===== src/rtl/vga_if.sv =====
// ---------------------------------------------------------------------------
// vga_if
//   Bundles the pixel-enable, pattern controls and video outputs of the
//   pattern generator.
//   master : the generator side (takes pix_en/mode/color_sel, drives video)
//   slave  : the consumer/driver side (drives controls, receives video)
//   Signals
//     pix_en      pixel strobe
//     mode        pattern select (frame-latched inside the generator)
//     color_sel   {r,g,b} colour enables, used live
//     hsync_out   horizontal sync
//     vsync_out   vertical sync
//     de          display enable
//     pixel       {R,G,B}, CW bits per channel
//     frame_start one-clock pulse with the outputs of pixel (0,0)
// ---------------------------------------------------------------------------
interface vga_if #(
    parameter int CW = 1
);
    logic              pix_en;
    logic [2:0]        mode;
    logic [2:0]        color_sel;
    logic              hsync_out;
    logic              vsync_out;
    logic              de;
    logic [3*CW-1:0]   pixel;
    logic              frame_start;

    modport master (
        input  pix_en, mode, color_sel,
        output hsync_out, vsync_out, de, pixel, frame_start
    );

    modport slave (
        output pix_en, mode, color_sel,
        input  hsync_out, vsync_out, de, pixel, frame_start
    );
endinterface


===== src/rtl/vga_pattern_gen.sv =====
// ---------------------------------------------------------------------------
// vga_pattern_gen
//   Parametrised VGA timing and test-pattern generator running on the system
//   clock, advanced by a pixel-enable strobe. Sync, DE, RGB and frame_start
//   are registered on the same enable and stay mutually aligned, one enable
//   behind the internal (h,v) counters.
//   Ports
//     clk    system clock
//     rst_n  asynchronous active-low reset; restarts at (0,0)
//     vif    vga_if.master: pix_en, mode, color_sel in;
//            hsync_out, vsync_out, de, pixel, frame_start out
//   Patterns (frame-latched mode): 0 solid, 1 colour bars, 2 checker,
//   3 grey ramp, 4 border, 5 moving bar, 6/7 black.
// ---------------------------------------------------------------------------
module vga_pattern_gen #(
    parameter int H_ACTIVE = 640,
    parameter int H_FP     = 16,
    parameter int H_SYNC   = 96,
    parameter int H_BP     = 48,
    parameter int V_ACTIVE = 480,
    parameter int V_FP     = 10,
    parameter int V_SYNC   = 2,
    parameter int V_BP     = 33,
    parameter bit HS_POL   = 1'b0,
    parameter bit VS_POL   = 1'b0,
    parameter int CW       = 1
) (
    input  logic   clk,
    input  logic   rst_n,
    vga_if.master  vif
);

    localparam int H_TOTAL = H_ACTIVE + H_FP + H_SYNC + H_BP;
    localparam int V_TOTAL = V_ACTIVE + V_FP + V_SYNC + V_BP;
    localparam int XW      = $clog2(H_TOTAL);
    localparam int YW      = $clog2(V_TOTAL);
    localparam int BAR_W   = H_ACTIVE / 8;

    localparam logic [XW-1:0] H_LAST     = XW'(H_TOTAL - 1);
    localparam logic [YW-1:0] V_LAST     = YW'(V_TOTAL - 1);
    localparam logic [XW-1:0] BAR_W_LAST = XW'(BAR_W - 1);
    localparam logic [XW-1:0] BAR_MAX    = XW'(H_ACTIVE - 16);

    // Decode comparisons use one extra bit so a sync window that ends exactly
    // at the line/frame total still fits.
    localparam logic [XW:0] H_ACT_E    = (XW+1)'(H_ACTIVE);
    localparam logic [XW:0] H_ACT_LAST = (XW+1)'(H_ACTIVE - 1);
    localparam logic [XW:0] HS_BEG     = (XW+1)'(H_ACTIVE + H_FP);
    localparam logic [XW:0] HS_END     = (XW+1)'(H_ACTIVE + H_FP + H_SYNC);
    localparam logic [XW:0] BAR_LEN    = (XW+1)'(16);
    localparam logic [YW:0] V_ACT_E    = (YW+1)'(V_ACTIVE);
    localparam logic [YW:0] V_ACT_LAST = (YW+1)'(V_ACTIVE - 1);
    localparam logic [YW:0] VS_BEG     = (YW+1)'(V_ACTIVE + V_FP);
    localparam logic [YW:0] VS_END     = (YW+1)'(V_ACTIVE + V_FP + V_SYNC);

    // A 1-bit channel value fills every bit of that channel.
    function automatic logic [CW-1:0] expand(input logic bit_in);
        return {CW{bit_in}};
    endfunction

    logic [XW-1:0]   h_cnt_p0;
    logic [YW-1:0]   v_cnt_p0;
    logic [2:0]      mode_q;
    logic [XW-1:0]   bar_pos;
    logic [XW-1:0]   bar_cnt;
    logic [2:0]      bar_idx;

    logic            hsync_p1;
    logic            vsync_p1;
    logic            de_p1;
    logic            frame_start_p1;
    logic [3*CW-1:0] pixel_p1;

    logic [XW:0]     h_e;
    logic [YW:0]     v_e;
    logic            active;
    logic            hs;
    logic            vs;
    logic            h_end;
    logic            v_end;
    logic            h_b5;
    logic            v_b5;
    logic            border;
    logic            in_bar;
    logic [CW-1:0]   grey;
    logic [2:0]      ch;
    logic            grey_sel;
    logic [3*CW-1:0] pix_next;

    // ---- stage p0: position decode from the current counters ----
    assign h_e    = {1'b0, h_cnt_p0};
    assign v_e    = {1'b0, v_cnt_p0};
    assign active = (h_e < H_ACT_E) && (v_e < V_ACT_E);
    assign hs     = (h_e >= HS_BEG) && (h_e < HS_END);
    assign vs     = (v_e >= VS_BEG) && (v_e < VS_END);
    assign h_end  = (h_cnt_p0 == H_LAST);
    assign v_end  = (v_cnt_p0 == V_LAST);
    assign border = (h_cnt_p0 == '0) || (h_e == H_ACT_LAST) ||
                    (v_cnt_p0 == '0) || (v_e == V_ACT_LAST);
    assign in_bar = (h_e >= {1'b0, bar_pos}) && (h_e < ({1'b0, bar_pos} + BAR_LEN));

    // Checker cell bit 5; counters narrower than 6 bits never leave cell 0.
    if (XW > 5) begin : g_hb5
        assign h_b5 = h_cnt_p0[5];
    end else begin : g_hb5_zero
        assign h_b5 = 1'b0;
    end
    if (YW > 5) begin : g_vb5
        assign v_b5 = v_cnt_p0[5];
    end else begin : g_vb5_zero
        assign v_b5 = 1'b0;
    end

    // Grey level is the top CW bits of h, i.e. h >> (XW-CW).
    if (XW >= CW) begin : g_grey
        assign grey = h_cnt_p0[XW-1 -: CW];
    end else begin : g_grey_wide
        assign grey = CW'(h_cnt_p0);
    end

    always_comb begin
        ch       = 3'b000;
        grey_sel = 1'b0;
        pix_next = '0;
        case (mode_q)
            3'd0:    ch = vif.color_sel;
            3'd1:    ch = ~bar_idx;               // 7-k: bar 0 white, bar 7 black
            3'd2:    ch = (h_b5 ^ v_b5) ? vif.color_sel : 3'b000;
            3'd3:    grey_sel = 1'b1;
            3'd4:    ch = border ? 3'b111 : 3'b000;
            3'd5:    ch = in_bar ? 3'b111 : 3'b000;
            default: ch = 3'b000;
        endcase
        if (active) begin
            if (grey_sel) begin
                pix_next = {grey, grey, grey};
            end else begin
                pix_next = {expand(ch[2]), expand(ch[1]), expand(ch[0])};
            end
        end
    end

    // ---- stage p1: registered outputs, counters advance ----
    always_ff @(posedge clk or negedge rst_n) begin
        if (!rst_n) begin
            h_cnt_p0       <= '0;
            v_cnt_p0       <= '0;
            mode_q         <= 3'd0;
            bar_pos        <= '0;
            bar_cnt        <= '0;
            bar_idx        <= 3'd0;
            hsync_p1       <= ~HS_POL;
            vsync_p1       <= ~VS_POL;
            de_p1          <= 1'b0;
            frame_start_p1 <= 1'b0;
            pixel_p1       <= '0;
        end else begin
            // Single-clock pulse: cleared on any clock that is not registering (0,0).
            frame_start_p1 <= vif.pix_en && (h_cnt_p0 == '0) && (v_cnt_p0 == '0);
            if (vif.pix_en) begin
                hsync_p1 <= hs ? HS_POL : ~HS_POL;
                vsync_p1 <= vs ? VS_POL : ~VS_POL;
                de_p1    <= active;
                pixel_p1 <= pix_next;
                if (h_end) begin
                    h_cnt_p0 <= '0;
                    bar_cnt  <= '0;
                    bar_idx  <= 3'd0;
                    v_cnt_p0 <= v_end ? '0 : v_cnt_p0 + 1'b1;
                end else begin
                    h_cnt_p0 <= h_cnt_p0 + 1'b1;
                    // Bar index tracks h / BAR_W without a divider.
                    if (bar_cnt == BAR_W_LAST) begin
                        bar_cnt <= '0;
                        bar_idx <= bar_idx + 1'b1;
                    end else begin
                        bar_cnt <= bar_cnt + 1'b1;
                    end
                end
                if (h_end && v_end) begin
                    mode_q  <= vif.mode;
                    bar_pos <= (bar_pos == BAR_MAX) ? '0 : bar_pos + 1'b1;
                end
            end
        end
    end

    assign vif.hsync_out   = hsync_p1;
    assign vif.vsync_out   = vsync_p1;
    assign vif.de          = de_p1;
    assign vif.pixel       = pixel_p1;
    assign vif.frame_start = frame_start_p1;

endmodule

===== src/flat_wrapper.sv =====
// flat-port wrapper written by rule: the top's interface ports become plain ports
module vga_pattern_gen_flat 
#(
    parameter int H_ACTIVE = 640,
    parameter int H_FP     = 16,
    parameter int H_SYNC   = 96,
    parameter int H_BP     = 48,
    parameter int V_ACTIVE = 480,
    parameter int V_FP     = 10,
    parameter int V_SYNC   = 2,
    parameter int V_BP     = 33,
    parameter bit HS_POL   = 1'b0,
    parameter bit VS_POL   = 1'b0,
    parameter int CW       = 1
)
  (clk, rst_n, vif_pix_en, vif_mode, vif_color_sel, vif_hsync_out, vif_vsync_out, vif_de, vif_pixel, vif_frame_start);
  vga_if #(.CW(CW)) vif_i ();
  input  logic clk;
  input  logic rst_n;
  input wire logic [$bits(vif_i.pix_en)-1:0] vif_pix_en;
  input wire logic [$bits(vif_i.mode)-1:0] vif_mode;
  input wire logic [$bits(vif_i.color_sel)-1:0] vif_color_sel;
  output wire logic [$bits(vif_i.hsync_out)-1:0] vif_hsync_out;
  output wire logic [$bits(vif_i.vsync_out)-1:0] vif_vsync_out;
  output wire logic [$bits(vif_i.de)-1:0] vif_de;
  output wire logic [$bits(vif_i.pixel)-1:0] vif_pixel;
  output wire logic [$bits(vif_i.frame_start)-1:0] vif_frame_start;
  assign vif_i.pix_en = vif_pix_en;
  assign vif_i.mode = vif_mode;
  assign vif_i.color_sel = vif_color_sel;
  assign vif_hsync_out = vif_i.hsync_out;
  assign vif_vsync_out = vif_i.vsync_out;
  assign vif_de = vif_i.de;
  assign vif_pixel = vif_i.pixel;
  assign vif_frame_start = vif_i.frame_start;
  vga_pattern_gen #(.H_ACTIVE(H_ACTIVE), .H_FP(H_FP), .H_SYNC(H_SYNC), .H_BP(H_BP), .V_ACTIVE(V_ACTIVE), .V_FP(V_FP), .V_SYNC(V_SYNC), .V_BP(V_BP), .HS_POL(HS_POL), .VS_POL(VS_POL), .CW(CW)) u_core (.clk(clk), .rst_n(rst_n), .vif(vif_i));
endmodule

===== config.mk =====
export PLATFORM = sky130hd
export DESIGN_NAME = vga_pattern_gen_flat
export DESIGN_NICKNAME = d
export VERILOG_FILES = /design/src/rtl/vga_if.sv /design/src/rtl/vga_pattern_gen.sv /design/src/flat_wrapper.sv
export SDC_FILE = /design/constraint.sdc
export NUM_CORES = 1
export LEC_CHECK = 0
export ABC_AREA = 1
export CORE_ASPECT_RATIO = 0.8
export CORE_MARGIN = 8
export CORE_UTILIZATION = 45
export CTS_BUF_LIST = sky130_fd_sc_hd__clkbuf_16
export DETAILED_ROUTE_END_ITERATION = 10
export PLACE_DENSITY = 0.68
export SKIP_LAST_GASP = 1
export SLEW_MARGIN = 20
export SYNTH_ARGS = -nofsm -noshare
export SYNTH_HDL_FRONTEND = slang
export SYNTH_SLANG_ARGS = --single-unit

===== constraint.sdc =====
create_clock -name clk -period 3 [get_ports clk]
set_clock_uncertainty 0.1 [all_clocks]
set_input_delay 0.6 -clock clk [delete_from_list [all_inputs] [get_ports clk]]
set_output_delay 0.6 -clock clk [all_outputs]
set_load 0.1 [all_outputs]

==> summary.txt, run 1 <==
Post-CTS Setup Inserts - 0
DR iter-0 viols - 218
Final Critical Period - 2.195 ns
FILL cells - 762
vias after detailed routing - 3045
P_leak - 1.948 nW
Routed wire per std cell - 13.16 um
number of nets in the layout - 523
Starting Density - 0.4533
Via density - 5.092
total clock buffers created by CTS - 5
Area contributors post-synth - dfrtp_1 36%, nand2_1 12%, ha_1 8.9%
Crit. End Element - register
DP HPWL - 6044 um
syn nets - 507
first-pass GRT wire length - 13060 um
pwr dens - 534.7 nW/um^2
post-synthesis sequential area ratio - 0.3775
Post-synth EDFFs - 0
DIE AREA - 10920 um^2
Achievable Freq - 0.4556 GHz
DRC Markers - 0
Synth top cells by count - 110 x nand2_1, 67 x inv_1, 51 x dfrtp_1, 45 x nor2_1, 35 x o21ai_0
Yosys cell types - 31
gr ovfl total - 0
worst-case clock buffer depth - 2
PortBufs - 15
core area - 7765 um^2
Crit Path Category - register to register
Min-Delay Path Class - input port to async pin
Avg Synthesized Cell Area - 7.441 um^2
htree depth - 2
Main synth FF type - dfrtp_1
area share of the largest cell type after synthesis - 0.3626
Final Hold Viols - 0
cell with the most instances after synthesis - nand2_1
Multi-input gate area - 1862 um^2
CTS tree - done
Ys Warns - 0
post-CTS sizing - 0
status - complete, no violations
fin crit share - 0.7316
max-slew violations - 0
WHS - 0.1461 ns
share of cells above drive strength 1 - 0.06939
gr usage total - 0.1498
FF+latch count, synth - 53
drt pass-1 iters - 4
Yosys top cell by area - dfrtp_1
crit-path max FO - 7
final WL - 7872 um
Worst EP required - 3.08 ns
Worst EP arrival - 2.27 ns
routability cong. - 0.8787
initial antenna violation count - 0
Final setup viols - 0
clk_lat worst skew - 0.29 ns
Relative slew margins - 0.6470
critical path launch point type - register
Die W - 114.9 um
unrepaired setup endpoints after global routing - false
Hold-fix buffers, CTS - 0
DRT antenna net count - 0
vias in the first global route - 2707
cell area after synthesis - 3520 um^2
ys async rst share - 1.000
sequential cell area - 1329 um^2
CTS Root Cell - clkbuf_16
area grow syn2layout - 10.84%
CTS clock-pin slew for the worst setup and hold paths - 0.07 ns
final setup TNS - 0 ns
Ant. Diodes - 0
number of core rows - 29
largest net degree at the start of global routing - 36
Mapped Cells - 473
# IOs - 16
Tot Pwr - 0.002086 W
die height - 95.10 um
Sink Count - 53
Max-Cap Viols - 0
Worst Tran Pin Value - 0.5278 ns
Worst VDD drop - 0.0002523 V
metal layers:
metal	vias to the layer above	global-route usage	share of wire
li1	1571	-	-
met1	1400	0.2123	0.52
met2	63	0.2220	0.42
met3	11	0.03228	0.049
met4	0	0.04907	0.012
met5	-	0	0
final cells by class:
| class | instances | area share |
|---|---|---|
| tap | 108 | 0.03464 |
| clock buffer | 5 | 0.03207 |
| sequential | 53 | 0.3406 |
| multi-input combinational | 341 | 0.4772 |
| inverter | 70 | 0.06735 |
| clock inverter | 3 | 0.009622 |
| timing repair buffer | 18 | 0.03849 |
state kept, by name, summed over array words and instances (netlist names):
name / flops
u_core.vif.vsync_out: 1
u_core.bar_pos: 10
u_core.bar_idx: 3
u_core.h_cnt_p0: 10
u_core.vif.hsync_out: 1
u_core.vif.frame_start: 1
u_core.bar_cnt: 10
u_core.vif.de: 1
u_core.mode_q: 3
u_core.vif.pixel: 3
u_core.v_cnt_p0: 10
metrics by stage:
step	utilization	std cells	instance area, um^2	setup WS (ns)
detailed placement	0.4815	590	3739	0.6052
floorplan	-	473	3520	1.132
finish	0.5024	598	3901	0.8053
CTS	0.5024	598	3901	0.8186
global route	0.5024	598	3901	0.5839
global placement	0.4815	590	3739	0.6328
critical path, cell delays in order (launching register included):
cell     delay [ns]
dfrtp_1        0.47
nand2_1        0.14
nor2_1         0.20
nand2_1        0.09
xor2_1         0.15
ha_1           0.28
o21ai_0        0.11
nor2_1         0.11
nand2_1        0.06
nand3_1        0.12
nand4_1        0.12
nand2_1        0.10
nand2_1        0.05
cell families after synthesis:
group / after synthesis / synth area share
flip-flops: 53 / 0.3775
AO/OA/AOI/OAI: 57 / 0.08496
XOR/XNOR: 18 / 0.04479
adder cells (fa/ha/maj): 25 / 0.08887
AND/OR/NAND/NOR: 241 / 0.3103
buffers and inverters: 79 / 0.09349
worst paths after layout:
path	slack, ns	to	depth (start not counted)	start
setup / recovery	0.81	u_core.vif.pixel[0]	12	u_core.bar_pos[6]
hold / removal	0.15	u_core.bar_pos[3]	1	rst_n
setup reg to reg	0.81	u_core.vif.pixel[0]	12	u_core.bar_pos[6]
hold reg to reg	0.37	u_core.vif.hsync_out	2	u_core.vif.hsync_out
max in group asynchronous	1.83	u_core.vif.vsync_out	2	rst_n
min in group clk	0.37	u_core.vif.hsync_out	2	u_core.vif.hsync_out
layout by cell type (no fill, tap or decap), types with 2 or more instances in the layout:
master and count:
a21o_1 2, nor4_1 3, nand2_1 110, nor3_1 25, clkbuf_16 5, a21oi_1 17, nor2_4 3, o21ai_0 35
inv_1 68, nand3_1 31, nor2_1 45, dfstp_2 2, ha_1 25, dfrtp_1 51, buf_4 10, xor2_1 17
nand4_1 14, clkdlybuf4s50_1 7, nand3_2 3, inv_2 3, nand2_2 2
report_power, final:
part	internal (W)	total, W	leakage [nW]	switching (W)
logic	0.000191	0.000493	1.23	0.000302
clock network	0.000388	0.000641	0.0826	0.000253
registers	0.000828	0.000952	0.632	0.000124
Note: power is estimated with default switching activity, not from simulation.
==> run 2, diff against run 1 <==
--- a/config.mk
+++ b/config.mk
@@ -11,7 +11,7 @@
 export CORE_UTILIZATION = 45
 export CTS_BUF_LIST = sky130_fd_sc_hd__clkbuf_16
 export DETAILED_ROUTE_END_ITERATION = 10
-export PLACE_DENSITY = 0.68
+export PLACE_DENSITY = 0.71
 export SKIP_LAST_GASP = 1
 export SLEW_MARGIN = 20
 export SYNTH_ARGS = -nofsm -noshare
==> constraint.sdc (replaced) <==
create_clock -name clk -period 2 [get_ports clk]
set_clock_uncertainty 0.1 [all_clocks]
set_input_delay 0.4 -clock clk [delete_from_list [all_inputs] [get_ports clk]]
set_output_delay 0.4 -clock clk [all_outputs]
set_load 0.1 [all_outputs]
==> run 2 against run 1 <==
Net effect: die area unchanged; global-route usage increased by 2.3 points; critical path type unchanged; cell area increased by 11%; worst setup slack got worse by 0.79 ns; worst hold slack improved by 0.25 ns; utilization increased by 5.7 points; final cell count increased by 5.7%; critical endpoint is now u_core.vif.pixel[1].
==> summary.txt, run 2 (same netlist as run 1, synthesis figures left out) <==
worst-case clock buffer depth - 2
R2R depth - 11
area grow syn2layout - 23.43%
DR iter-0 viols - 195
Final setup viols - 0
DRC Markers - 0
Worst Tran Pin Value - 0.4551 ns
Crit Path Category - register to register
Relative slew margins - 0.6966
first-pass GRT wire length - 15170 um
# IOs - 16
Worst EP arrival - 2.12 ns
Routed wire per std cell - 14.13 um
Achievable Freq - 0.5047 GHz
Tot Pwr - 0.003275 W
most frequent cells in the layout - 108 x nand2_1, 65 x inv_1, 50 x dfrtp_1
DRT antenna net count - 0
sequential cell area - 1330 um^2
CTS tree - done
R2R Path End - u_core.vif.pixel[1]
Max-Cap Viols - 0
P_leak - 2.157 nW
Final Hold Viols - 0
final setup TNS - 0 ns
max-slew violations - 0
share of cells above drive strength 1 - 0.1603
critical path launch point type - register
hold path cells - 2
Switching Power - 0.001113 W
initial antenna violation count - 0
DIE AREA - 10920 um^2
total clock buffers created by CTS - 5
commonest non-fill, non-tap cell in the layout - nand2_1
largest net degree at the start of global routing - 24
die height - 95.10 um
hold_sp - u_core.vif.hsync_out
Die W - 114.9 um
htree depth - 2
final WL - 8932 um
Via density - 5.220
Final Critical Period - 1.981 ns
routability cong. - 0.9307
R2R Setup Slk - 0.02 ns
logic gate share of total power - 0.255
Worst VDD drop - 0.0003984 V
Starting Density - 0.4533
unrepaired setup endpoints after global routing - true
Worst R2R Start - u_core.bar_pos[5]
DP HPWL - 6860 um
power share of the sequential group - 0.437
gr ovfl total - 0
Min-Delay Path Class - register to register
number of core rows - 29
Int Power - 0.002163 W
gr usage total - 0.1733
clk_lat worst skew - 0.30 ns
CTS clock-pin slew for the worst setup and hold paths - 0.07 ns
Crit. End Element - register
CTS Root Cell - clkbuf_16
FILL cells - 731
pwr dens - 753.9 nW/um^2
PortBufs - 15
Clock power frac - 0.308
Switching Share - 0.3397
crit-path max FO - 4
Multi-input gate area - 1928 um^2
Sink Count - 53
vias after detailed routing - 3299
number of nets in the layout - 557
drt pass-1 iters - 5
Worst EP required - 2.14 ns
status - complete, no violations
core area - 7765 um^2
Hold Path Sink - u_core.vif.hsync_out
Ant. Diodes - 0
vias in the first global route - 3236
fin crit share - 0.9906
[run 2: timing repair]
item                                    CTS  global route
hold buffers                              1             0
pin swaps                                 0            20
buffers inserted                          1             1
endpoints found under the setup margin    3            11
gates resized for setup                   2            18
endpoints found under the hold margin    14             0
[run 2: routing by layer]
metal | GRT usage | routed length, um | vias to the layer above
li1 | - | - | 1635
met1 | 0.2361 | 4247 | 1570
met2 | 0.2710 | 4041 | 84
met3 | 0.03544 | 515 | 10
met4 | 0.05453 | 127 | 0
met5 | 0 | 0 | -
[run 2: power groups by stage]
stage	Sequential (W)	Combinational (W)	Clock (W)
finish	0.00143	0.000834	0.00101
global route	0.00145	0.000962	0.00108
CTS	0.00142	0.000811	0.00102
detailed placement	0.00144	0.000803	0
global placement	0.00143	0.000765	0
floorplan	0.00142	0.000553	0
[run 2: cell type report]
cell class	instances	area share
clock inverters	3	0.009793
inverters	70	0.06048
well taps	108	0.03111
flip-flops and latches	53	0.3062
clock buffers	5	0.02880
multi-input cells	341	0.4438
repair buffers	52	0.1198
[run 2: metrics by stage]
step | util | setup slack [ns] | area (um^2) | hold slack [ns] | std cells
6_report | 0.5595 | 0.01870 | 4344 | 0.3962 | 632
5_1_grt | 0.5595 | -0.1118 | 4344 | 0.4128 | 632
4_1_cts | 0.5514 | 0.006207 | 4282 | 0.3965 | 631
3_5_place_dp | 0.5259 | -0.1012 | 4084 | 0.2739 | 621
3_3_place_gp | 0.5259 | -0.02435 | 4084 | 0.2663 | 621
2_1_floorplan | - | 0.1316 | 3520 | 0.004409 | 473
[run 2: worst max path at each step]
stage,from,endpoint,cells past startpoint
after floorplan,u_core.bar_pos[6],u_core.vif.pixel[0],13
after global placement,vif_pix_en,u_core.h_cnt_p0[9],10
after detailed placement,vif_pix_en,u_core.h_cnt_p0[9],10
after CTS,u_core.bar_pos[5],u_core.vif.pixel[1],12
after global routing,u_core.bar_pos[5],u_core.vif.pixel[1],12
final,u_core.bar_pos[5],u_core.vif.pixel[1],11
[run 2: critical path: stages, from the launching register on]
cell     delay (ns)
dfrtp_2        0.45
ha_4           0.19
xnor2_2        0.13
ha_1           0.31
a21o_1         0.18
a21oi_2        0.11
nand2_1        0.08
nand2_1        0.07
nand3_2        0.10
nand4_1        0.09
nand2_1        0.06
nand2_1        0.06
